<file path="src/rtl/servisia_mem_ctrl_if.sv">
// Wishbone-side bundle between SERV and the byte-serialising memory controller.
// The master drives the request fields; the slave returns read data and acknowledge.
interface servisia_mem_ctrl_if;
    logic [31:0] wb_adr_i;
    logic [31:0] wb_dat_i;
    logic [3:0]  wb_sel_i;
    logic        wb_we_i;
    logic        wb_stb_i;
    logic [31:0] wb_rdt_o;
    logic        wb_ack_o;

    modport master (
        output wb_adr_i,
        output wb_dat_i,
        output wb_sel_i,
        output wb_we_i,
        output wb_stb_i,
        input  wb_rdt_o,
        input  wb_ack_o
    );

    modport slave (
        input  wb_adr_i,
        input  wb_dat_i,
        input  wb_sel_i,
        input  wb_we_i,
        input  wb_stb_i,
        output wb_rdt_o,
        output wb_ack_o
    );
endinterface

</file>
<file path="src/rtl/servisia_mem_ctrl.sv">
// Splits each 32-bit Wishbone access into four little-endian byte accesses on the 8-bit
// memory port, reassembling read bytes; every transaction acks six cycles after accept.
module servisia_mem_ctrl #(
    parameter int ADDR_W = 20
) (
    input  logic              clk_i,
    input  logic              rst_i,
    servisia_mem_ctrl_if.slave wb,
    output logic              read_o,
    output logic              write_o,
    output logic [ADDR_W-1:0] addr_o,
    output logic [7:0]        wdata_o,
    input  logic [7:0]        rdata_i
);

    typedef enum logic [1:0] {
        ST_IDLE,
        ST_ACCESS,
        ST_LAST,
        ST_ACK
    } state_t;

    state_t            state_q, state_d;
    logic [1:0]        cnt_q, cnt_d;
    logic [ADDR_W-3:0] adr_q, adr_d;
    logic [31:0]       dat_q, dat_d;
    logic [3:0]        sel_q, sel_d;
    logic              we_q, we_d;
    logic [31:0]       rdt_q, rdt_d;
    logic              read_q, read_d;
    logic              write_q, write_d;
    logic [ADDR_W-1:0] addr_q, addr_d;
    logic [7:0]        wdata_q, wdata_d;
    logic [1:0]        next_idx;
    logic [1:0]        prev_idx;
    logic              unused_adr_bits;

    assign unused_adr_bits = ^{wb.wb_adr_i[31:ADDR_W], wb.wb_adr_i[1:0]};

    // Memory-port outputs are computed one cycle ahead so they leave the block straight from flops.
    always_comb begin
        state_d  = state_q;
        cnt_d    = cnt_q;
        adr_d    = adr_q;
        dat_d    = dat_q;
        sel_d    = sel_q;
        we_d     = we_q;
        rdt_d    = rdt_q;
        read_d   = 1'b0;
        write_d  = 1'b0;
        addr_d   = addr_q;
        wdata_d  = wdata_q;
        next_idx = cnt_q + 2'd1;
        prev_idx = cnt_q - 2'd1;

        case (state_q)
            ST_IDLE: begin
                if (wb.wb_stb_i) begin
                    adr_d   = wb.wb_adr_i[ADDR_W-1:2];
                    dat_d   = wb.wb_dat_i;
                    sel_d   = wb.wb_sel_i;
                    we_d    = wb.wb_we_i;
                    cnt_d   = 2'd0;
                    state_d = ST_ACCESS;
                    read_d  = ~wb.wb_we_i;
                    write_d = wb.wb_we_i & wb.wb_sel_i[0];
                    addr_d  = {wb.wb_adr_i[ADDR_W-1:2], 2'b00};
                    wdata_d = wb.wb_dat_i[7:0];
                end
            end

            ST_ACCESS: begin
                // Memory read data lags read_o by one cycle, so this cycle returns the previous byte.
                if (!we_q && cnt_q != 2'd0) begin
                    rdt_d[{prev_idx, 3'b000} +: 8] = rdata_i;
                end
                if (cnt_q == 2'd3) begin
                    state_d = ST_LAST;
                end else begin
                    cnt_d   = next_idx;
                    read_d  = ~we_q;
                    write_d = we_q & sel_q[next_idx];
                    addr_d  = {adr_q, next_idx};
                    wdata_d = dat_q[{next_idx, 3'b000} +: 8];
                end
            end

            ST_LAST: begin
                if (!we_q) begin
                    rdt_d[31:24] = rdata_i;
                end
                state_d = ST_ACK;
            end

            ST_ACK: begin
                state_d = ST_IDLE;
            end

            default: begin
                state_d = ST_IDLE;
            end
        endcase
    end

    always_ff @(posedge clk_i) begin
        if (rst_i) begin
            state_q <= ST_IDLE;
            cnt_q   <= 2'd0;
            adr_q   <= '0;
            dat_q   <= 32'd0;
            sel_q   <= 4'd0;
            we_q    <= 1'b0;
            rdt_q   <= 32'd0;
            read_q  <= 1'b0;
            write_q <= 1'b0;
            addr_q  <= '0;
            wdata_q <= 8'd0;
        end else begin
            state_q <= state_d;
            cnt_q   <= cnt_d;
            adr_q   <= adr_d;
            dat_q   <= dat_d;
            sel_q   <= sel_d;
            we_q    <= we_d;
            rdt_q   <= rdt_d;
            read_q  <= read_d;
            write_q <= write_d;
            addr_q  <= addr_d;
            wdata_q <= wdata_d;
        end
    end

    assign read_o      = read_q;
    assign write_o     = write_q;
    assign addr_o      = addr_q;
    assign wdata_o     = wdata_q;
    assign wb.wb_rdt_o = rdt_q;
    assign wb.wb_ack_o = (state_q == ST_ACK);

endmodule

</file>
<file path="src/flat_wrapper.sv">
// flat-port wrapper written by rule: the top's interface ports become plain ports
module servisia_mem_ctrl_flat 
#(
    parameter int ADDR_W = 20
)
  (clk_i, rst_i, read_o, write_o, addr_o, wdata_o, rdata_i, wb_wb_adr_i, wb_wb_dat_i, wb_wb_sel_i, wb_wb_we_i, wb_wb_stb_i, wb_wb_rdt_o, wb_wb_ack_o);
  servisia_mem_ctrl_if wb_i ();
  input  logic clk_i;
  input  logic rst_i;
  output logic read_o;
  output logic write_o;
  output logic [ADDR_W-1:0] addr_o;
  output logic [7:0] wdata_o;
  input  logic [7:0] rdata_i;
  input wire logic [$bits(wb_i.wb_adr_i)-1:0] wb_wb_adr_i;
  input wire logic [$bits(wb_i.wb_dat_i)-1:0] wb_wb_dat_i;
  input wire logic [$bits(wb_i.wb_sel_i)-1:0] wb_wb_sel_i;
  input wire logic [$bits(wb_i.wb_we_i)-1:0] wb_wb_we_i;
  input wire logic [$bits(wb_i.wb_stb_i)-1:0] wb_wb_stb_i;
  output wire logic [$bits(wb_i.wb_rdt_o)-1:0] wb_wb_rdt_o;
  output wire logic [$bits(wb_i.wb_ack_o)-1:0] wb_wb_ack_o;
  assign wb_i.wb_adr_i = wb_wb_adr_i;
  assign wb_i.wb_dat_i = wb_wb_dat_i;
  assign wb_i.wb_sel_i = wb_wb_sel_i;
  assign wb_i.wb_we_i = wb_wb_we_i;
  assign wb_i.wb_stb_i = wb_wb_stb_i;
  assign wb_wb_rdt_o = wb_i.wb_rdt_o;
  assign wb_wb_ack_o = wb_i.wb_ack_o;
  servisia_mem_ctrl #(.ADDR_W(ADDR_W)) u_core (.clk_i(clk_i), .rst_i(rst_i), .wb(wb_i), .read_o(read_o), .write_o(write_o), .addr_o(addr_o), .wdata_o(wdata_o), .rdata_i(rdata_i));
endmodule
</file>
<file path="config.mk">
export PLATFORM = sky130hd
export DESIGN_NAME = servisia_mem_ctrl_flat
export DESIGN_NICKNAME = d
export VERILOG_FILES = /design/src/rtl/servisia_mem_ctrl_if.sv /design/src/rtl/servisia_mem_ctrl.sv /design/src/flat_wrapper.sv
export SDC_FILE = /design/constraint.sdc
export NUM_CORES = 1
export LEC_CHECK = 0
export CAP_MARGIN = 5
export CORE_MARGIN = 1.5
export CORE_UTILIZATION = 48
export DETAILED_ROUTE_END_ITERATION = 8
export GPL_ROUTABILITY_DRIVEN = 0
export PLACE_DENSITY = 0.81
export SLEW_MARGIN = 5
export SYNTH_ARGS = -nofsm -noshare
export SYNTH_HDL_FRONTEND = slang
export SYNTH_SLANG_ARGS = --single-unit
</file>
<file path="constraint.sdc">
create_clock -name clk_i -period 2.5 [get_ports clk_i]
set_input_delay 0.5 -clock clk_i [delete_from_list [all_inputs] [get_ports clk_i]]
set_output_delay 0.5 -clock clk_i [all_outputs]
set_load 0.01 [all_outputs]
</file>
* Word level (Yosys, flattened, before mapping) *
Cells that the tools add are included.

cells by class
  bitwise gates (word level) = 4
  equality and inequality tests = 9
  multiply operators = 0
  reductions and logical operators = 11
  divide/modulo/power cells = 0
  muxes and demuxes = 24
  shifts and indexed selects = 3
  order comparisons = 1
  add/sub/neg operators = 3

operator list
  cell                    count
  $mux 20                 2
  $pmux 20 s2             1
  $bwmux 32               1
  $mux 32                 1
  $pmux 8 s2              2
  $shift 8x7->32 const A  1
  $shiftx 32x6->8         1
  $shiftx 8x7->32         1
  $mux 8                  3
  $mux 2                  4
  $pmux 2 s4              1
  $neg 5->7               1
  $eq 2x2->1 const B      3
  $ne 2x2->1 const B      3
  $reduce_and 2->1        3
  $reduce_and 3->1        2
  $reduce_bool 2->1       3
  $mux 1                  5
  $ne 2x1->1 const B      2
  $pmux 1 s2              2
  $pmux 2 s2              1
  $lt 2x3->1 const B      1
  $add 2x1->2 const B     1
  $and 1x1->1             2
  7 further kinds         8

storage, ports and cells
  memory bits (writable) = 0
  output and inout bits = 63
  bits in registers = 121
  latch bits = 0
  bits in read-only memories = 0
  memories = 0

* Logic depth before layout (Yosys ltp) *
Gate-level depths: netlist of run 1.

  word-level depth = 6
  mapped depth = 8
  mapped depth without buffers = 6

* Worst setup path after synthesis of run 1 *
OpenSTA, ideal clock, no wires.

  path type = reg-to-reg
  start = register u_core.addr_o[0] (netlist name)
  end = register u_core.wdata_q[0] (netlist: u_core.wdata_o[0])
  path buffers = 2
  library setup time = 0.132 ns
  cell stages (with the launch flop) = 9
  path slack = 0.394 ns
  arrival time = 1.974 ns
  path through = dfxtp_1 -> inv_1 -> ha_1 -> buf_6 -> buf_6 -> mux2i_1 -> nor2_1 -> a2111oi_0 -> nor3_1

RTL lines
  element               RTL line                  RTL
  to (signal assigned)  servisia_mem_ctrl.sv:129  wdata_q <= wdata_d;
  to (decl)             servisia_mem_ctrl.sv:33   logic [7:0] wdata_q, wdata_d;

* Final worst setup path of run 1 *
  start = register u_core.state_q[0]
  end = register u_core.wdata_q[6] (netlist: u_core.wdata_o[6])

on the way
  longest elaborated chain between the ends = 3
  elaborated cells between the ends (all ways) = 7
  those cells by class = eq/ne: 3; mux: 1; reduce/logical: 3

ends and longest elaborated chain
  element                                                                  RTL line                  RTL
  from (decl)                                                              servisia_mem_ctrl.sv:23   state_t state_q, state_d;
  from (signal assigned)                                                   servisia_mem_ctrl.sv:119  state_q <= state_d;
  $eq 2x1->1 / $logic_not 2->1 (equally long branches)                     servisia_mem_ctrl.sv:56   case (state_q)
  $ne 2x2->1 (no source line) / $reduce_bool 2->1 (equally long branches)  n/a
  $reduce_and 3->1 (no source line)                                        n/a

Several ways; a longest one is shown, not always the timed one.
A chain may end at the register's enable or synchronous reset.

==> impl_metrics.sql, run 1 <==
INSERT INTO impl_metrics (metric_group, metric, value, unit) VALUES
('global_route', 'grt_start_max_net_pins', '57', ''),
('timing', 'max_slew_margin', '64.2', '%'),
('final_layout', 'layout.cells.most_common', 'nand2_1', ''),
('critical_path', 'r2r.worst_path.cells', '6', ''),
('final_layout', 'share_of_layout_cells_above_drive_strength_1', '9.92', '%'),
('clocking', 'number_of_buffers_on_the_longest_clock_path', '2', ''),
('timing', 'max_clock_freq', '459', 'MHz'),
('logic_synthesis', 'synth_top_area_share', '48.0', '%'),
('timing', 'hold-worst-slack', '0.453', 'ns'),
('final_layout', 'nets', '784', ''),
('global_route', 'grt_remaining_overflow', '0', ''),
('global_route', 'grt_first_pass_wirelength', '20800', 'um'),
('drt', 'drt.antenna.violating_nets', '0', ''),
('logic_synthesis', 'post-synth-top-area-cell', 'dfxtp_1', ''),
('drt', 'drc', '0', ''),
('logic_synthesis', 'postSynthRegisterBits', '119', ''),
('clocking', 'post_cts_resized', '0', ''),
('power', 'worst_ir_drop_vdd', '0.638', 'mV'),
('logic_synthesis', 'synth.net_count', '666', ''),
('critical_path', 'cp-start-kind', 'register', ''),
('logic_synthesis', 'synth.lib_cells_used.distinct', '36', ''),
('timing', 'final_min_period_over_clock_period', '87.1', '%'),
('power', 'comb_power_share', '36.6', '%'),
('power', 'power-per-cell-area', '1130', 'nW/um^2'),
('logic_synthesis', 'post_synth_inst_count', '575', ''),
('drt', 'wl', '12900', 'um'),
('power', 'total_switching_power', '2.67', 'mW'),
('logic_synthesis', 'edff_count_synth', '0', ''),
('clocking', 'clk_transition_reported_paths', '0.06', 'ns'),
('timing', 'hold_viol_final', '0', ''),
('clocking', 'cts_setup_buffers', '0', ''),
('power', 'power_report.internal_total', '5.18', 'mW'),
('global_route', 'grt_antenna_before_repair', '0', ''),
('critical_path', 'worst-r2r-setup-slack', '0.32', 'ns'),
('critical_path', 'critical_path.reg2reg.endpoint', 'u_core.wdata_o[6]', ''),
('logic_synthesis', 'synth.cell_area', '4960', 'um^2'),
('power', 'power_frac_seq', '32.6', '%'),
('floorplan', 'rows', '36', ''),
('drt', 'drt_iter0_markers', '253', ''),
('final_layout', 'highest_count_cells_in_the_layout_ignoring_fill_and_taps', '142 x nand2_1, 127 x clkdlybuf4s50_1, 119 x dfxtp_1, 82 x a21oi_1', ''),
('power', 'switching_share', '34.0', '%'),
('placement', 'buffer_ports.inserted', '128', ''),
('drt', 'detailed_route_vias_per_instance', '5.47', ''),
('timing', 'finClkSkew', '0.00875', 'ns'),
('logic_synthesis', 'synth_sequential_area_ratio', '48.0', '%'),
('timing', 'setup_repair_after_global_routing_missed_its_margin', 'false', ''),
('floorplan', 'die_x', '105', 'um'),
('drt', 'wl_per_cell', '15.4', 'um'),
('placement', 'place_ws', '0.243', 'ns'),
('logic_synthesis', 'yosys_warnings', '0', ''),
('floorplan', 'design.portCount', '143', ''),
('power', 'clock_power_share', '30.7', '%'),
('clocking', 'tritoncts_clock_tree', 'done', ''),
('final_layout', 'synthesis_to_layout_area_growth', '39.4', '%'),
('critical_path', 'worst_path_arrival', '2.55', 'ns'),
('critical_path', 'worstSetupEndpointType', 'register', ''),
('critical_path', 'critical_path.endpoint', 'u_core.wdata_o[6]', ''),
('hold_path', 'timing.hold.worst.class', 'reg -> reg', ''),
('critical_path', 'critical_path.startpoint', 'u_core.state_q[0]', ''),
('clocking', 'cts-htree-levels', '4', ''),
('critical_path', 'cp_data_required_time', '2.87', 'ns'),
('logic_synthesis', 'post_synth_main_area_contributors', 'dfxtp_1 48%, nand2_1 11%, a21oi_1 8.3%, mux2i_1 6.9%, a211oi_2 3.0%', ''),
('timing', 'finalCriticalPeriod', '2.18', 'ns'),
('clocking', 'worstSkewPairLatency', '0.51', 'ns'),
('drt', 'vias', '4590', ''),
('timing', 'tns', '0', 'ns'),
('timing', 'postLayoutSetupSlackWorst', '0.323', 'ns'),
('floorplan', 'core', '9910', 'um^2'),
('outcome', 'status', 'finished, final reports clean', ''),
('timing', 'slew_violations', '0', ''),
('timing', 'setup_viol', '0', '');
power by group through the flow:
stage / Sequential (mW) / Combinational [mW] / Clock, mW
after floorplan: 2.66 / 1.82 / 0
after global placement: 2.57 / 2.79 / 0
after detailed placement: 2.59 / 2.87 / 0
after CTS: 2.56 / 2.89 / 2.43
after global routing: 2.60 / 3.14 / 2.52
final: 2.56 / 2.87 / 2.41
how the worst min path moves through the flow:
| stage | cells past startpoint | to | from |
|---|---|---|---|
| 5_1_grt | 2 | u_core.adr_q[8] | u_core.adr_q[8] |
| 3_3_place_gp | 2 | u_core.sel_q[0] | u_core.sel_q[0] |
| 6_report | 2 | u_core.wb.wb_rdt_o[5] | u_core.wb.wb_rdt_o[5] |
| 3_5_place_dp | 2 | u_core.wb.wb_rdt_o[5] | u_core.wb.wb_rdt_o[5] |
| 2_1_floorplan | 2 | u_core.sel_q[3] | u_core.sel_q[3] |
| 4_1_cts | 2 | u_core.wb.wb_rdt_o[14] | rst_i |
kinds of logic after synthesis:
kind of cell	Yosys count	synth area share, %
AO/OA/AOI/OAI	123	16.3
AND/OR/NAND/NOR	243	21.2
multiplexers	35	7.39
buffers and inverters	44	4.36
adder cells (fa/ha/maj)	11	2.77
flip-flops	119	48.0
registers in the layout, summed over array words and instances, names as in the netlist:
signal              count
u_core.sel_q            4
u_core.wb.wb_rdt_o     32
u_core.we_q             1
u_core.write_o          1
u_core.adr_q           18
u_core.read_o           1
u_core.dat_q           32
u_core.addr_o          20
u_core.wdata_o          8
u_core.state_q          2
final cells by class:
class | count | area, um^2
multi-input cells | 412 | 2370
inverters | 5 | 18.8
fillers | 773 | 2990
well taps | 133 | 166
repair buffers | 138 | 1390
flip-flops and latches | 119 | 2380
clock inverters | 8 | 120
clock buffers | 24 | 470
Yosys cell counts, types with 2 or more instances:
cell         n
nor2_1      34
dfxtp_1    119
buf_2        5
nor2b_1      2
mux2i_1     34
a2111oi_0    8
ha_1        11
buf_6        4
clkbuf_1    16
a22o_1       8
a21oi_1     82
inv_1        5
nor2_2      11
nor3_1      11
nor3b_2      2
buf_1       10
a211oi_1     7
and2_1       3
o21ai_0      2
a211oi_2    12
buf_4        4
nor3_2       2
nand2_1    143
nand3_1     28
through the flow:
| stage | utilization [%] | std cells | power, mW |
|---|---|---|---|
| after global placement | 63.9 | 807 | 5.36 |
| after global routing | 69.8 | 839 | 8.26 |
| after floorplan | - | 575 | 4.47 |
| after detailed placement | 63.9 | 807 | 5.45 |
| after CTS | 69.8 | 839 | 7.88 |
| final | 69.8 | 839 | 7.84 |
metal layers:
metal	track usage (%)	routed length, um	vias up	part of all wire [%]
met5	0	0	-	0
met4	9.10	301	0	2.3
met3	4.99	779	33	6.0
met2	39.6	6370	192	49
met1	29.0	5460	2157	42
li1	-	-	2208	-
worst max-delay path, cell delays in order, from the launching register on:
cell	delay (ns)
dfxtp_1	0.39
inv_1	0.08
ha_1	0.26
nor2b_1	0.21
a211o_1	0.43
a2111oi_0	0.56
nor3_1	0.10
(Power assumes the default switching activity.)
==> run 2: changes to the inputs <==
Settings changed: CORE_ASPECT_RATIO set to 1.1, CORE_UTILIZATION 48 to 49, CTS_BUF_LIST set to sky130_fd_sc_hd__clkbuf_4 sky130_fd_sc_hd__clkbuf_8, PLACE_DENSITY 0.81 to 0.82.
==> impl_metrics.sql, run 2 (same netlist as run 1, synthesis figures left out) <==
INSERT INTO impl_metrics (metric_group, metric, value, unit) VALUES
('outcome', 'status', 'finished with violations', ''),
('outcome', 'failed_checks', 'design-rule violations', ''),
('global_route', 'grt_start_max_net_pins', '49', ''),
('power', 'power-per-cell-area', '1100', 'nW/um^2'),
('timing', 'max_clock_freq', '464', 'MHz'),
('power', 'worst_ir_drop_vdd', '0.643', 'mV'),
('final_layout', 'layout.cells.most_common', 'nand2_1', ''),
('drt', 'wl_per_cell', '15.3', 'um'),
('global_route', 'grt_antenna_before_repair', '0', ''),
('critical_path', 'cp-start-kind', 'register', ''),
('drt', 'detailed_route_vias_per_instance', '5.48', ''),
('drt', 'drc', '12', ''),
('drt', 'wl', '12600', 'um'),
('critical_path', 'worstSetupPathType', 'reg -> reg', ''),
('global_route', 'grt_remaining_overflow', '0', ''),
('final_layout', 'share_of_layout_cells_above_drive_strength_1', '10.1', '%'),
('timing', 'setup_viol', '0', ''),
('drt', 'firstDrtPassIters', '8', ''),
('final_layout', 'post_layout_util', '68.8', '%'),
('job', 'max_cap_viol_count', '0', ''),
('timing', 'setup_repair_after_global_routing_missed_its_margin', 'false', ''),
('floorplan', 'start_util', '50.4', '%'),
('critical_path', 'worstSetupEndpointType', 'register', ''),
('clocking', 'tritoncts_clock_tree', 'done', ''),
('clocking', 'cts_setup_buffers', '0', ''),
('clocking', 'cts_buffers', '17', ''),
('final_layout', 'synthesis_to_layout_area_growth', '36.4', '%'),
('timing', 'finalCriticalPeriod', '2.16', 'ns'),
('critical_path', 'critical_path.reg2reg.endpoint', 'u_core.wdata_o[4]', ''),
('final_layout', 'nets', '783', ''),
('critical_path', 'r2r.worst_path.cells', '6', ''),
('global_route', 'grt_first_pass_wirelength', '20100', 'um'),
('floorplan', 'die_x', '99.0', 'um'),
('clocking', 'clock_tree.root_cell', 'clkbuf_8', ''),
('hold_path', 'whs_endpoint', 'u_core.sel_q[2]', ''),
('clocking', 'hold_buffers', '0', ''),
('clocking', 'post_cts_resized', '0', ''),
('clocking', 'worstSkewPairLatency', '0.43', 'ns'),
('floorplan', 'die_height', '109', 'um'),
('timing', 'hold-worst-slack', '0.449', 'ns'),
('floorplan', 'rows', '38', ''),
('placement', 'placement.cell_area', '6310', 'um^2'),
('hold_path', 'timing.hold.worst.class', 'in -> reg', ''),
('critical_path', 'worst-r2r-setup-slack', '0.34', 'ns'),
('final_layout', 'finish.instance_area', '6770', 'um^2'),
('hold_path', 'timing.hold.worst.start', 'rst_i', ''),
('critical_path', 'critical_path.max_fanout', '11', ''),
('power', 'static-leakage-power', '2.42', 'nW'),
('timing', 'postLayoutSetupSlackWorst', '0.343', 'ns'),
('critical_path', 'timing.rr.start', 'u_core.state_q[1]', ''),
('hold_path', 'worst_hold_path.num_cells', '2', ''),
('timing', 'final_min_period_over_clock_period', '86.3', '%'),
('critical_path', 'worst_path_arrival', '2.46', 'ns'),
('clocking', 'numClockSinks', '119', ''),
('timing', 'worstMarginPinSlew', '0.567', 'ns'),
('drt', 'vias', '4516', ''),
('floorplan', 'core', '9840', 'um^2'),
('timing', 'max_slew_margin', '62.2', '%'),
('global_route', 'groute.usage.overall', '23.8', '%'),
('placement', 'buffer_ports.inserted', '128', ''),
('clocking', 'number_of_buffers_on_the_longest_clock_path', '2', ''),
('timing', 'slew_violations', '0', ''),
('clocking', 'clk_transition_reported_paths', '0.07', 'ns'),
('final_layout', 'antenna-diode-count', '0', ''),
('critical_path', 'cp_data_required_time', '2.80', 'ns'),
('placement', 'place_hpwl', '8740', 'um'),
('floorplan', 'floorplan_die_area', '10700', 'um^2'),
('timing', 'hold_viol_final', '0', ''),
('timing', 'tns', '0', 'ns'),
('clocking', 'cts-htree-levels', '4', ''),
('drt', 'drt.antenna.violating_nets', '0', ''),
('global_route', 'grt_pass1_vias', '4429', ''),
('timing', 'finClkSkew', '0.00975', 'ns'),
('placement', 'place_ws', '0.229', 'ns'),
('drt', 'drt_iter0_markers', '184', ''),
('final_layout', 'highest_count_cells_in_the_layout_ignoring_fill_and_taps', '142 x nand2_1, 127 x clkdlybuf4s50_1, 119 x dfxtp_1, 82 x a21oi_1', ''),
('floorplan', 'design.portCount', '143', '');
-- run 2: routing by layer --
metal  track usage [%]  part of all wire, %  up-vias
met4              11.0                  2.4        0
li1                  -                    -     2204
met2              40.8                   50      159
met1              27.6                   42     2128
met5                 0                    0        -
met3              6.40                  5.8       25
-- run 2: through the flow --
step | total power [mW] | std cells
after floorplan | 4.47 | 575
after global placement | 5.37 | 793
after detailed placement | 5.49 | 793
after CTS | 7.47 | 824
after global routing | 7.84 | 824
final | 7.44 | 824
-- run 2: worst max path at each step --
stage / from / end / slack [ns]
after global placement: wb_wb_stb_i / u_core.wdata_o[3] / 0.27
after detailed placement: wb_wb_stb_i / u_core.wdata_o[2] / 0.23
final: u_core.state_q[1] / u_core.wdata_o[4] / 0.34
after global routing: u_core.state_q[1] / u_core.wdata_o[0] / 0.15
after floorplan: u_core.addr_o[0] / u_core.wdata_o[0] / 0.39
after CTS: u_core.state_q[1] / u_core.wdata_o[4] / 0.34
-- run 2: final cells by class --
cell class	count	area, um^2
repair buffers	137	1400
clock inverters	10	175
clock buffers	21	277
inverters	5	18.8
multi-input cells	412	2370
fillers	783	3080
flip-flops and latches	119	2380
well taps	120	150
-- run 2: report_power, final --
part | switching, mW | internal, mW | total, mW | leakage [nW]
Sequential | 0.249 | 2.31 | 2.56 | 0.974
Clock | 0.724 | 1.25 | 1.97 | 0.236
Combinational | 1.62 | 1.28 | 2.91 | 1.21
-- run 2: worst max-delay path, stage by stage, from the launching register on --
cell       delay (ns)
dfxtp_1          0.34
inv_1            0.09
ha_1             0.44
nor2_2           0.14
a211o_1          0.40
a2111oi_0        0.53
nor3_1           0.10
==> run 3: changes to the inputs <==
Settings changed: CORE_UTILIZATION 49 to 53, PLACE_DENSITY 0.82 to 0.88.
Clock period 2.5 ns to 2.7 ns, I/O delays scaled along.
==> impl_metrics.sql, run 3 (same netlist as run 1, synthesis figures left out) <==
INSERT INTO impl_metrics (metric_group, metric, value, unit) VALUES
('clocking', 'cts-htree-levels', '4', ''),
('final_layout', 'multi_input_area', '2370', 'um^2'),
('drt', 'wl_per_cell', '15.4', 'um'),
('critical_path', 'worstSetupEndpointType', 'register', ''),
('clocking', 'worstSkewPairLatency', '0.43', 'ns'),
('power', 'power-per-cell-area', '1020', 'nW/um^2'),
('global_route', 'grt_remaining_overflow', '0', ''),
('clocking', 'hold_buffers', '0', ''),
('drt', 'wl', '12600', 'um'),
('clocking', 'clock_tree.root_cell', 'clkbuf_8', ''),
('floorplan', 'core', '8960', 'um^2'),
('final_layout', 'post_layout_util', '75.1', '%'),
('timing', 'max_clock_freq', '435', 'MHz'),
('clocking', 'tritoncts_clock_tree', 'done', ''),
('power', 'static-leakage-power', '2.41', 'nW'),
('final_layout', 'final.fill_count', '643', ''),
('timing', 'slew_violations', '0', ''),
('drt', 'drt_iter0_markers', '248', ''),
('clocking', 'numClockSinks', '119', ''),
('placement', 'buffer_ports.inserted', '128', ''),
('final_layout', 'sequential_cell_area', '2380', 'um^2'),
('hold_path', 'timing.hold.worst.class', 'reg -> reg', ''),
('timing', 'setup_repair_after_global_routing_missed_its_margin', 'false', ''),
('drt', 'drt.antenna.violating_nets', '0', ''),
('global_route', 'grt_first_pass_wirelength', '20300', 'um'),
('timing', 'finClkSkew', '0.00972', 'ns'),
('timing', 'max_slew_margin', '56.5', '%'),
('critical_path', 'worstSetupPathType', 'reg -> reg', ''),
('timing', 'finalCriticalPeriod', '2.30', 'ns'),
('job', 'max_cap_viol_count', '0', ''),
('clocking', 'post_cts_resized', '0', ''),
('clocking', 'number_of_buffers_on_the_longest_clock_path', '2', ''),
('drt', 'vias', '4607', ''),
('floorplan', 'floorplan_die_area', '9950', 'um^2'),
('final_layout', 'layout.cells.most_common', 'nand2_1', ''),
('clocking', 'cts_buffers', '17', ''),
('timing', 'worstMarginPinSlew', '0.651', 'ns'),
('floorplan', 'rows', '36', ''),
('critical_path', 'worst_path_arrival', '2.66', 'ns'),
('placement', 'place_hpwl', '8670', 'um'),
('critical_path', 'critical_path.max_fanout', '20', ''),
('timing', 'tns', '0', 'ns'),
('critical_path', 'cp-start-kind', 'register', ''),
('clocking', 'cts_setup_buffers', '0', ''),
('timing', 'setup_viol', '0', ''),
('critical_path', 'cp_data_required_time', '3.06', 'ns'),
('drt', 'detailed_route_vias_per_instance', '5.63', ''),
('timing', 'hold_viol_final', '0', ''),
('timing', 'final_min_period_over_clock_period', '85.2', '%'),
('final_layout', 'highest_count_cells_in_the_layout_ignoring_fill_and_taps', '142 x nand2_1, 127 x clkdlybuf4s50_1, 119 x dfxtp_1, 82 x a21oi_1', ''),
('final_layout', 'antenna-diode-count', '0', ''),
('drt', 'firstDrtPassIters', '5', ''),
('outcome', 'status', 'finished, final reports clean', ''),
('power', 'worst_ir_drop_vdd', '0.607', 'mV'),
('final_layout', 'share_of_layout_cells_above_drive_strength_1', '10.2', '%'),
('global_route', 'grt_antenna_before_repair', '0', ''),
('global_route', 'groute.usage.overall', '26.1', '%'),
('global_route', 'grt_pass1_vias', '4432', ''),
('drt', 'drc', '0', ''),
('floorplan', 'die_x', '95.3', 'um'),
('floorplan', 'design.portCount', '143', ''),
('final_layout', 'nets', '783', ''),
('final_layout', 'synthesis_to_layout_area_growth', '35.7', '%'),
('floorplan', 'start_util', '55.4', '%'),
('floorplan', 'die_height', '104', 'um'),
('clocking', 'clk_transition_reported_paths', '0.06', 'ns'),
('global_route', 'grt_start_max_net_pins', '74', '');
[run 3: changes by cell type in the layout (fill, tap and decap cells not counted)]
cell | before | now
clkbuf_8 | 19 | 18
buf_4 | 6 | 8
clkbuf_4 | 2 | 4
buf_12 | 4 | 2
[run 3: layout make-up]
cell class | count | area share [%]
timing repair buffer | 137 | 20.4
multi-input combinational | 412 | 35.1
tap | 114 | 2.12
clock buffer | 22 | 4.12
clock inverter | 10 | 2.60
sequential | 119 | 35.4
inverter | 5 | 0.279
[run 3: final timing paths]
path,startpoint,endpoint,slack (ns),depth (start not counted)
max,u_core.state_q[1],u_core.wb.wb_rdt_o[24],0.40,7
min reg2reg,u_core.wb.wb_rdt_o[10],u_core.wb.wb_rdt_o[10],0.45,2
min,u_core.wb.wb_rdt_o[10],u_core.wb.wb_rdt_o[10],0.45,2
max reg2reg,u_core.state_q[1],u_core.wb.wb_rdt_o[24],0.40,7
[run 3: layer usage]
layer  up-vias  part of all wire (%)  track usage (%)
li1       2203                     -                -
met1      2174                    40             30.9
met2       197                    51             43.7
met3        33                   6.5             7.75
met4         0                   2.5             9.59
met5         -                     0                0
[run 3: report_power, final]
group	internal [mW]	switching (mW)	leakage, nW	total, mW
Clock	1.16	0.672	0.238	1.83
Combinational	1.16	1.49	1.20	2.64
Sequential	2.14	0.236	0.974	2.37
[run 3: stage by stage]
| step | setup slack (ns) | power (mW) | instance area, um^2 | hold slack (ns) | std cells |
|---|---|---|---|---|---|
| after CTS | 0.397 | 6.86 | 6740 | 0.452 | 819 |
| after global routing | 0.217 | 7.23 | 6740 | 0.474 | 819 |
| after floorplan | 0.594 | 4.14 | 4960 | 0.432 | 575 |
| final | 0.400 | 6.85 | 6740 | 0.451 | 819 |
| after global placement | 0.471 | 4.93 | 6280 | 0.438 | 787 |
| after detailed placement | 0.432 | 5.03 | 6280 | 0.445 | 787 |
[run 3: worst max-delay path, stage by stage, from the launching register on]
cell,delay (ns)
dfxtp_1,0.38
inv_1,0.09
ha_1,0.35
buf_4,0.32
o21ai_0,0.23
nand4_1,0.16
nor3_2,0.46
a22o_1,0.25
==> variant (flow settings as in run 3) <==
Encoding of `state_t`: now Gray code (2 bits for 4 states).
--- a/src/rtl/servisia_mem_ctrl.sv
+++ b/src/rtl/servisia_mem_ctrl.sv
@@ -15,8 +15,8 @@
 
     typedef enum logic [1:0] {
-        ST_IDLE,
-        ST_ACCESS,
-        ST_LAST,
-        ST_ACK
+        ST_IDLE   = 2'b00,
+        ST_ACCESS = 2'b01,
+        ST_LAST   = 2'b11,
+        ST_ACK    = 2'b10
     } state_t;
 
Check against the original RTL: same outputs for any inputs over 4 cycles, from zero or initial values and one cycle with rst_i high; so few cycles prove little.
==> variant against run 3 <==
Register-to-register slack improved by 0.06 ns. Via count rose by 3.0%. Cell area rose by 2.4%. Worst setup slack improved by 0.029 ns. Cell count rose by 0.49%. Sequential share of layout area fell by 0.82 points. Maximum frequency rose by 1.3%. Routed wire length rose by 8.3%. Synthesized area rose by 4.7%. Count of clock-buffer cells in the layout rose by 1. Sequential cell count did not move. Critical endpoint is now wb_wb_ack_o.
Power is not compared: it rests on default switching activity, and its combinational part moved more than twofold at a synthesized area within 25%.
==> variant: results (changes against run 3) <==
STA
  – Hold slack: 0.454 ns (+0.00319 ns)
  – Relative slew slack: 0.577 (+0.0125)
  – Layout Skew: 0.0133 ns (+0.00362 ns)

Critical path
  – Crit path arrival time: 1.73 ns (-0.93 ns)
  – Critical path origin: u_core.state_q[0]$_SDFFE_PP0P_
  – CP Max Fanout: 14 (-30%)
  – Worst reg2reg path depth: 6 (-1)
  – Worst setup path end: wb_wb_ack_o
  – CP top delay family: buffers and inverters
  – Delay of the slowest cell on the worst path: 0.58 ns (+0.12 ns)
  – Reg2reg start: u_core.addr_o[1]$_SDFFE_PP0P_

Route
  – First-pass iteration count of the detailed router: 6 (+1)
  – Met2 wire len: 6.88 mm (+7.3%)
  – Initial DRC count: 278 (+12%)
  – Wire length on met1: 5.54 mm (+9.3%)
  – Routed WL: 13.7 mm (+8.3%)

Worst hold path
  – Min-Delay Startpoint: u_core.adr_q[17]$_SDFFE_PP0P_

Placement
  – Placed cell area: 6480 um^2 (+3.1%)
  – DPL Wire Length: 9.31 mm (+7.4%)

Finish
  – Share of cells above drive strength 1: 0.120 (+0.0183)
  – FILL cells: 662 (+3.0%)
  – NumNets Final: 781 (-0.26%)

Global route
  – Global-route usage over all layers: 0.261 (+0.000624)
  – First-pass GRT wire length: 22.0 mm (+8.3%)
  – Via count of the first global-routing pass: 4605 (+3.9%)
  – GR Util met2: 0.454 (+0.0167)

Run status
  – Status: finished clean

Synth
  – Cells after Synth: 579 (+0.70%)
  – Post-synthesis mux area share: 0.120 (+0.0461)
  – Netlist cell types: 43 (+19%)
  – Post-synthesis sequential area ratio: 0.459 (-0.0215)
  – Adder-cell share of the synthesized area: 0.0169 (-0.0109)
  – Compound-cell area share of the yosys netlist: 0.155 (-0.00778)
[variant: cell types whose count changed after synthesis, sizes merged, moves of 8 or more]
| cell | run 3 | this run |
|---|---|---|
| mux2i | 34 | 42 |
| nand2 | 143 | 164 |
| a21oi | 82 | 65 |
| a22o | 8 | 0 |
| nor2 | 45 | 1 |
| nand3 | 28 | 2 |
| a2111oi | 8 | 0 |
| a222oi | 0 | 8 |
| nor2b | 2 | 12 |
| o31ai | 0 | 8 |
| nor3 | 13 | 23 |
| mux2 | 0 | 16 |
| buf | 23 | 34 |
[variant: final cells by class]
class,instances,share of cell area
Clock buffer,23,0.0423
Clock inverter,8,0.0178
Inverter,11,0.00599
Multi-Input combinational cell,402,0.364
Sequential cell,119,0.346
Tap cell,117,0.0212
Timing Repair Buffer,143,0.203
[variant: per-stage QoR]
step           setup slack [ns]   util
6_report                  0.429  0.730
5_1_grt                   0.362  0.730
4_1_cts                   0.457  0.730
3_5_place_dp              0.480  0.686
3_3_place_gp              0.523  0.686
2_1_floorplan             0.561      -
